**src/rtl/dmem_responder_pkg.sv**
```systemverilog
// Shared pipeline types for the data-memory responder.
// Holds the pipeline handshake types (Signal, Register, RegAddr, M_input,
// M_output), the responder FSM state enum, the response bundle struct and
// the default geometry/latency values used by dmem_responder and dmem_array.
package dmem_responder_pkg;

    // Word-index width of the data memory: 2^DefaultMemAddrWidth words
    localparam int DefaultMemAddrWidth = 4;

    // Cycles from load acceptance to response; legal range is 1..15
    localparam int DefaultReadLatency = 2;

    typedef enum logic {
        DISABLE = 1'b0,
        ENABLE  = 1'b1
    } Signal;

    typedef logic [31:0] Register;
    typedef logic [4:0]  RegAddr;

    // Memory-stage payload: byte address, store value, load destination
    typedef struct packed {
        Register addr;
        Register val;
        RegAddr  dst;
    } M_data;

    // Memory-stage request (71 bits)
    typedef struct packed {
        Signal read;
        Signal write;
        M_data data;
    } M_input;

    // Load data returned to writeback (32 bits)
    typedef Register M_output;

    typedef enum logic [1:0] {
        MEM_IDLE,
        MEM_WAIT,
        MEM_RESP
    } MemState;

    // Completed-load bundle as presented on the response outputs
    typedef struct packed {
        Signal   valid;
        Register val;
        RegAddr  dst;
    } M_rsp;

endpackage

```
**src/rtl/dmem_array.sv**
```systemverilog
// Word-addressed data-memory storage for dmem_responder.
// 2^AddrWidth x 32-bit register array with one synchronous write port, one
// asynchronous read port and a synchronous clear of every word on reset.
// Ports:
//   clk      rising-edge clock
//   reset    synchronous active-high clear of all words
//   we_i     write enable
//   waddr_i  write word index
//   wdata_i  write data
//   raddr_i  read word index
//   rdata_o  read data (combinational from raddr_i)
module dmem_array
    import dmem_responder_pkg::*;
#(
    parameter int AddrWidth = DefaultMemAddrWidth
) (
    input  logic                 clk,
    input  logic                 reset,
    input  logic                 we_i,
    input  logic [AddrWidth-1:0] waddr_i,
    input  Register              wdata_i,
    input  logic [AddrWidth-1:0] raddr_i,
    output Register              rdata_o
);

    localparam int Depth = 1 << AddrWidth;

    Register mem_q [Depth];

    // Storage: reset clears every word so a reset mid-load also wipes
    // previously stored data; otherwise a single word is written per cycle.
    always_ff @(posedge clk) begin
        if (reset) begin
            for (int i = 0; i < Depth; i++) begin
                mem_q[i] <= '0;
            end
        end else if (we_i) begin
            mem_q[waddr_i] <= wdata_i;
        end
    end

    // Asynchronous read lets a load snapshot the word at its acceptance edge,
    // which already reflects any store committed on an earlier edge.
    assign rdata_o = mem_q[raddr_i];

endmodule

```
**src/rtl/dmem_responder.sv**
```systemverilog
// Multi-cycle data-memory responder for the memory/writeback boundary.
// Stores commit in one cycle; loads are snapshotted on acceptance and
// returned ReadLatency cycles later as a one-cycle response pulse, with
// stall held high while the load is outstanding.
// Ports:
//   clk        rising-edge clock
//   reset      synchronous active-high reset (aborts any outstanding load)
//   req        memory-stage request (read, write, addr/val/dst)
//   rsp        load data, zero unless rsp_valid
//   rsp_valid  one-cycle load completion pulse
//   rsp_dst    destination register of the completed load, zero unless valid
//   stall      ENABLE while a load is outstanding
//   misalign   pulse the cycle after an accepted access with addr[1:0] != 0
//   conflict   pulse the cycle after a request with both read and write set
module dmem_responder
    import dmem_responder_pkg::*;
#(
    parameter int MemAddrWidth = DefaultMemAddrWidth,
    parameter int ReadLatency  = DefaultReadLatency
) (
    input  logic    clk,
    input  logic    reset,
    input  M_input  req,
    output M_output rsp,
    output logic    rsp_valid,
    output RegAddr  rsp_dst,
    output Signal   stall,
    output logic    misalign,
    output logic    conflict
);

    MemState                 state_q, state_d;
    logic [3:0]              cnt_q, cnt_d;
    Register                 snapVal_q, snapVal_d;
    RegAddr                  snapDst_q, snapDst_d;
    logic                    misalign_q, misalign_d;
    logic                    conflict_q, conflict_d;

    logic [MemAddrWidth-1:0] wordIdx;
    Register                 memRdata;
    logic                    memWe;
    logic                    anyAccess;
    logic                    isLoad;
    M_rsp                    rspBundle;
    logic                    unusedAddrBits;

    // Upper address bits wrap away; only the word index selects storage.
    assign wordIdx        = req.data.addr[MemAddrWidth+1:2];
    assign unusedAddrBits = ^req.data.addr[31:MemAddrWidth+2];

    assign anyAccess = (req.read == ENABLE) || (req.write == ENABLE);
    assign isLoad    = (req.read == ENABLE) && (req.write == DISABLE);

    // A write wins over a simultaneous read, and requests are only honoured
    // in MEM_IDLE so the held request during WAIT/RESP never re-writes.
    assign memWe = (state_q == MEM_IDLE) && (req.write == ENABLE);

    dmem_array #(
        .AddrWidth(MemAddrWidth)
    ) u_array (
        .clk     (clk),
        .reset   (reset),
        .we_i    (memWe),
        .waddr_i (wordIdx),
        .wdata_i (req.data.val),
        .raddr_i (wordIdx),
        .rdata_o (memRdata)
    );

    // Next-state logic: accept requests in MEM_IDLE, count down the read
    // latency in MEM_WAIT and present the snapshot for one cycle in MEM_RESP.
    // Flags are only produced on acceptance, so ignored requests never flag.
    always_comb begin
        state_d    = state_q;
        cnt_d      = cnt_q;
        snapVal_d  = snapVal_q;
        snapDst_d  = snapDst_q;
        misalign_d = 1'b0;
        conflict_d = 1'b0;
        stall      = DISABLE;

        case (state_q)
            MEM_IDLE: begin
                if (anyAccess) begin
                    misalign_d = (req.data.addr[1:0] != 2'b00);
                    conflict_d = (req.read == ENABLE) && (req.write == ENABLE);
                end
                if (isLoad) begin
                    snapVal_d = memRdata;
                    snapDst_d = req.data.dst;
                    cnt_d     = 4'(ReadLatency - 1);
                    stall     = ENABLE;
                    state_d   = (ReadLatency == 1) ? MEM_RESP : MEM_WAIT;
                end
            end
            MEM_WAIT: begin
                stall = ENABLE;
                cnt_d = cnt_q - 4'd1;
                if (cnt_q <= 4'd1) begin
                    state_d = MEM_RESP;
                end
            end
            MEM_RESP: begin
                state_d = MEM_IDLE;
            end
            default: begin
                state_d = MEM_IDLE;
            end
        endcase
    end

    // Response bundle is gated to zero outside MEM_RESP.
    always_comb begin
        rspBundle.valid = (state_q == MEM_RESP) ? ENABLE : DISABLE;
        rspBundle.val   = (state_q == MEM_RESP) ? snapVal_q : '0;
        rspBundle.dst   = (state_q == MEM_RESP) ? snapDst_q : '0;
    end

    assign rsp       = rspBundle.val;
    assign rsp_dst   = rspBundle.dst;
    assign rsp_valid = (rspBundle.valid == ENABLE);
    assign misalign  = misalign_q;
    assign conflict  = conflict_q;

    // State, counter, snapshot and flag registers; reset drops any
    // outstanding load so no response is ever produced for it.
    always_ff @(posedge clk) begin
        if (reset) begin
            state_q    <= MEM_IDLE;
            cnt_q      <= '0;
            snapVal_q  <= '0;
            snapDst_q  <= '0;
            misalign_q <= 1'b0;
            conflict_q <= 1'b0;
        end else begin
            state_q    <= state_d;
            cnt_q      <= cnt_d;
            snapVal_q  <= snapVal_d;
            snapDst_q  <= snapDst_d;
            misalign_q <= misalign_d;
            conflict_q <= conflict_d;
        end
    end

endmodule
```
**config.mk**
```make
export PLATFORM = sky130hd
export DESIGN_NAME = dmem_responder
export DESIGN_NICKNAME = d
export VERILOG_FILES = /design/src/rtl/dmem_responder_pkg.sv /design/src/rtl/dmem_array.sv /design/src/rtl/dmem_responder.sv
export SDC_FILE = /design/constraint.sdc
export NUM_CORES = 1
export LEC_CHECK = 0
export CAP_MARGIN = 10
export CORE_ASPECT_RATIO = 0.6
export CORE_MARGIN = 1.5
export CORE_UTILIZATION = 25
export CTS_BUF_LIST = sky130_fd_sc_hd__clkbuf_2 sky130_fd_sc_hd__clkbuf_4 sky130_fd_sc_hd__clkbuf_8
export DETAILED_ROUTE_END_ITERATION = 7
export PLACE_DENSITY = 0.5
export SLEW_MARGIN = 20
export SYNTH_ARGS = -nofsm -noshare
export SYNTH_HDL_FRONTEND = slang
export SYNTH_SLANG_ARGS = --single-unit
```
**constraint.sdc**
```tcl
create_clock -name clk -period 2.4 [get_ports clk]
set_clock_uncertainty 0.1 [all_clocks]
set_input_delay 0.48 -clock clk [delete_from_list [all_inputs] [get_ports clk]]
set_output_delay 0.48 -clock clk [all_outputs]
set_load 0.005 [all_outputs]
```
==> summary.txt, run 1 <==
status - finished with violations
failing checks - negative setup slack
Syn Nets - 1897
core area - 98900 um2
CTS max path bufs - 3
Pwr Density - 686 nW/um2
clock group share of total power - 0.391
f_max - 384 MHz
WP data required - 1.82 ns
Mean Syn Cell Area - 13.8 um2
routed wire length - 79.3 mm
Slowest-stage cell, CP - dfxtp_2
Leak - 11.7 nW
Die ar. - 102000 um2
Top FF cell, synth - edfxtp_1
most frequent cell on the critical path - buf_12
Logic pwr share - 0.087
RePlAce Congestion - 0.785
vias per cell - 4.57
share of cells above drive strength 1 - 0.230
Tcrit/Tclk final - 1.09
first-pass GRT wire length - 112 mm
critical path startpoint category - flip-flop
Initial DRC Count - 1335
port bufs - 87
placed wire-length estimate - 50.8 mm
max_slew headroom - 0.506
starting density of the core - 0.254
average wire per standard cell - 23.4 um
gr usage total - 0.155
clock root buffer - clkbuf_8
H-tree lvl count - 3
Synthesis Warnings - 0
Final Power - 21.3 mW
CTS Hold Bufs - 0
Seq/Total Area, Yosys - 0.649
FP Rows - 89
MaxCap Viol Count - 0
Min Hold Slack - 0.238 ns
mux cell area share after synthesis - 0.106
complex-gate fraction of the synthesized area - 0.0420
largest family of logic cells by synthesized area - simple AND/OR/NAND/NOR gates
Fillers - 9806
P&R area growth vs syn - 23.8%
Crit. End Element - output port
EDFF count, synth - 512
setup ws final - -0.207 ns
CTS tree - built
Setup WS pre-CTS - -0.546 ns
detailed-route via count - 15.5k
largest net degree at the start of global routing - 43
Clock Sinks - 557
WS Path Type - flip-flop to output port
Ports - 114
Synth Register Bits - 557
router iterations before antenna repair - 6
Psw - 5.14 mW
most frequent cells in the layout - and2_1, edfxtp_1, mux2i_1
remaining global-route overflow - 0
vias in the first global route - 15.3k
Final Setup Violations - 38
Hold/Removal Path Class - input pin to flip-flop
Worst Max-Slew Pin Slew - 0.739 ns
cell count after synthesis - 1822
RSZ-0062 raised after global routing - yes
Reg area - 16300 um2
Die X-Extent - 412 um
Simple-Gate Fraction of Synth Area - 0.173
FFs w/ async S/R, synth - 0
clock latency on the worst-skew pair - 0.72 ns
Worst EP arrival - 2.03 ns
CTS buffer count - 83
Sw Ratio - 0.241
xor/xnor cell area share of the yosys netlist - 0.000349
# DRC - 0
crit path max fanout - 5
CP cell instances - buf_6, nor2b_4, buf_12, buf_12, buf_16, buf_12, and2_4, buf_6
initial antenna violation count - 6
post-route minimum period - 2.61 ns
DRT antenna net count - 0
VDD IR-drop max - 0.000354 V
Multi-input gate area - 8280 um2
CP max stage delay - 0.32 ns
P_int - 16.2 mW
Worst-path clk slew - 0.06 ns
Flop pwr share - 0.521
Hold Fails Final Rpt - 0
die height - 248 um
number of distinct library cells after synthesis - 38
Nets - 2077
Cell Area, Synth - 25100 um2
max-slew violations - 0
adder-cell area share of the yosys netlist - 0.000998
## registers in the layout (all words and copies together) (netlist names)
register / cells
state_q: 2
cnt_q: 4
misalign: 1
snapVal_q: 32
snapDst_q: 5
u_array.mem_q: 512
conflict: 1
## worst max-delay path: cells and delay by family, from the launching register on
family        cells  cell delay, ns
buf+inv           6            0.74
simple gates      2            0.27
flops             1            0.32
## final timing paths
| path | startpoint | endpoint | slack (ns) | depth (start not counted) |
|---|---|---|---|---|
| setup / recovery | state_q[0] | rsp[5] | -0.21 | 8 |
| hold / removal | req[0] | snapDst_q[0] | 0.24 | 3 |
| setup reg to reg | state_q[0] | u_array.mem_q[2][11] | 0.12 | 9 |
| hold reg to reg | snapDst_q[4] | snapDst_q[4] | 0.36 | 2 |
## cell type report
| type | count | share of cell area |
|---|---|---|
| Antenna cell | 3 | 0.000242 |
| Inverter | 2 | 0.000242 |
| Clock buffer | 136 | 0.0526 |
| Clock inverter | 20 | 0.00435 |
| Sequential cell | 557 | 0.524 |
| Timing Repair Buffer | 252 | 0.0985 |
| Multi-Input combinational cell | 1106 | 0.267 |
| Tap cell | 1319 | 0.0532 |
## timing repair
item / CTS / global route
cloned: 5 / 0
resized for setup: 249 / 14
buffers inserted: 13 / 3
pin swaps: 28 / 5
endpoints found under the setup margin: 39 / 244
## kinds of logic after synthesis
group,Yosys count
AND/OR/NAND/NOR,727
flip-flops,557
multiplexers,223
buffers and inverters,159
AO/OA/AOI/OAI,153
adder cells (fa/ha/maj),2
XOR/XNOR,1
## synth_stat cells (2+ instances only)
cell type	n	area share
o21ai_0	16	0.0032
a211oi_1	33	0.0099
nor2_1	51	0.0076
nor2b_1	4	0.0010
nand3_1	18	0.0036
dfxtp_1	45	0.036
a21oi_1	8	0.0016
edfxtp_1	512	0.61
nor3_1	32	0.0064
and2_1	550	0.14
nor4_1	3	0.00075
a2bb2oi_1	17	0.0059
buf_4	24	0.0072
a221oi_1	15	0.0052
buf_1	2	0.00030
mux4_2	34	0.031
buf_6	2	0.00090
or2_2	16	0.0040
o22ai_1	61	0.015
clkbuf_1	111	0.017
nand2b_1	3	0.00075
nand2_1	35	0.0052
buf_2	18	0.0036
nor3_2	4	0.0016
inv_1	2	0.00030
mux2i_1	188	0.075
ha_1	2	0.0010
o221ai_1	2	0.00070
or3b_2	2	0.00070
nand3b_1	4	0.0012
## power groups by stage
| stage | combinational (mW) | clock (mW) | sequential [mW] |
|---|---|---|---|
| 6_report | 1.86 | 8.33 | 11.1 |
| 2_1_floorplan | 0.908 | 0 | 11.3 |
| 4_1_cts | 1.87 | 8.52 | 11.1 |
| 3_3_place_gp | 1.77 | 0 | 11.3 |
| 5_1_grt | 1.98 | 8.96 | 11.1 |
| 3_5_place_dp | 1.79 | 0 | 11.3 |
## metrics by stage
stage                     utilization  instances  setup TNS, ns  area (um2)
after CTS                       0.314       3391          -7.51       31000
after global routing            0.314       3392          -7.80       31000
after floorplan                     -       1822              0       25100
after global placement          0.291       3217        -316.27       28700
final                           0.314       3395          -4.14       31000
after detailed placement        0.291       3217        -295.91       28700
## routing by layer
layer,part of all wire,global-route usage,vias up
met2,0.41,0.217,559
met5,0.00013,0,-
met3,0.079,0.0370,92
met1,0.50,0.238,7895
li1,-,-,6964
met4,0.013,0.0321,2
No activity file was read; power rests on OpenSTA's default activity.
==> run 2, diff against run 1 <==
Settings changed: GPL_ROUTABILITY_DRIVEN from default to 0.
==> results of run 2 <==
No change in the layout: final DEF, timing and power equal those of run 1.
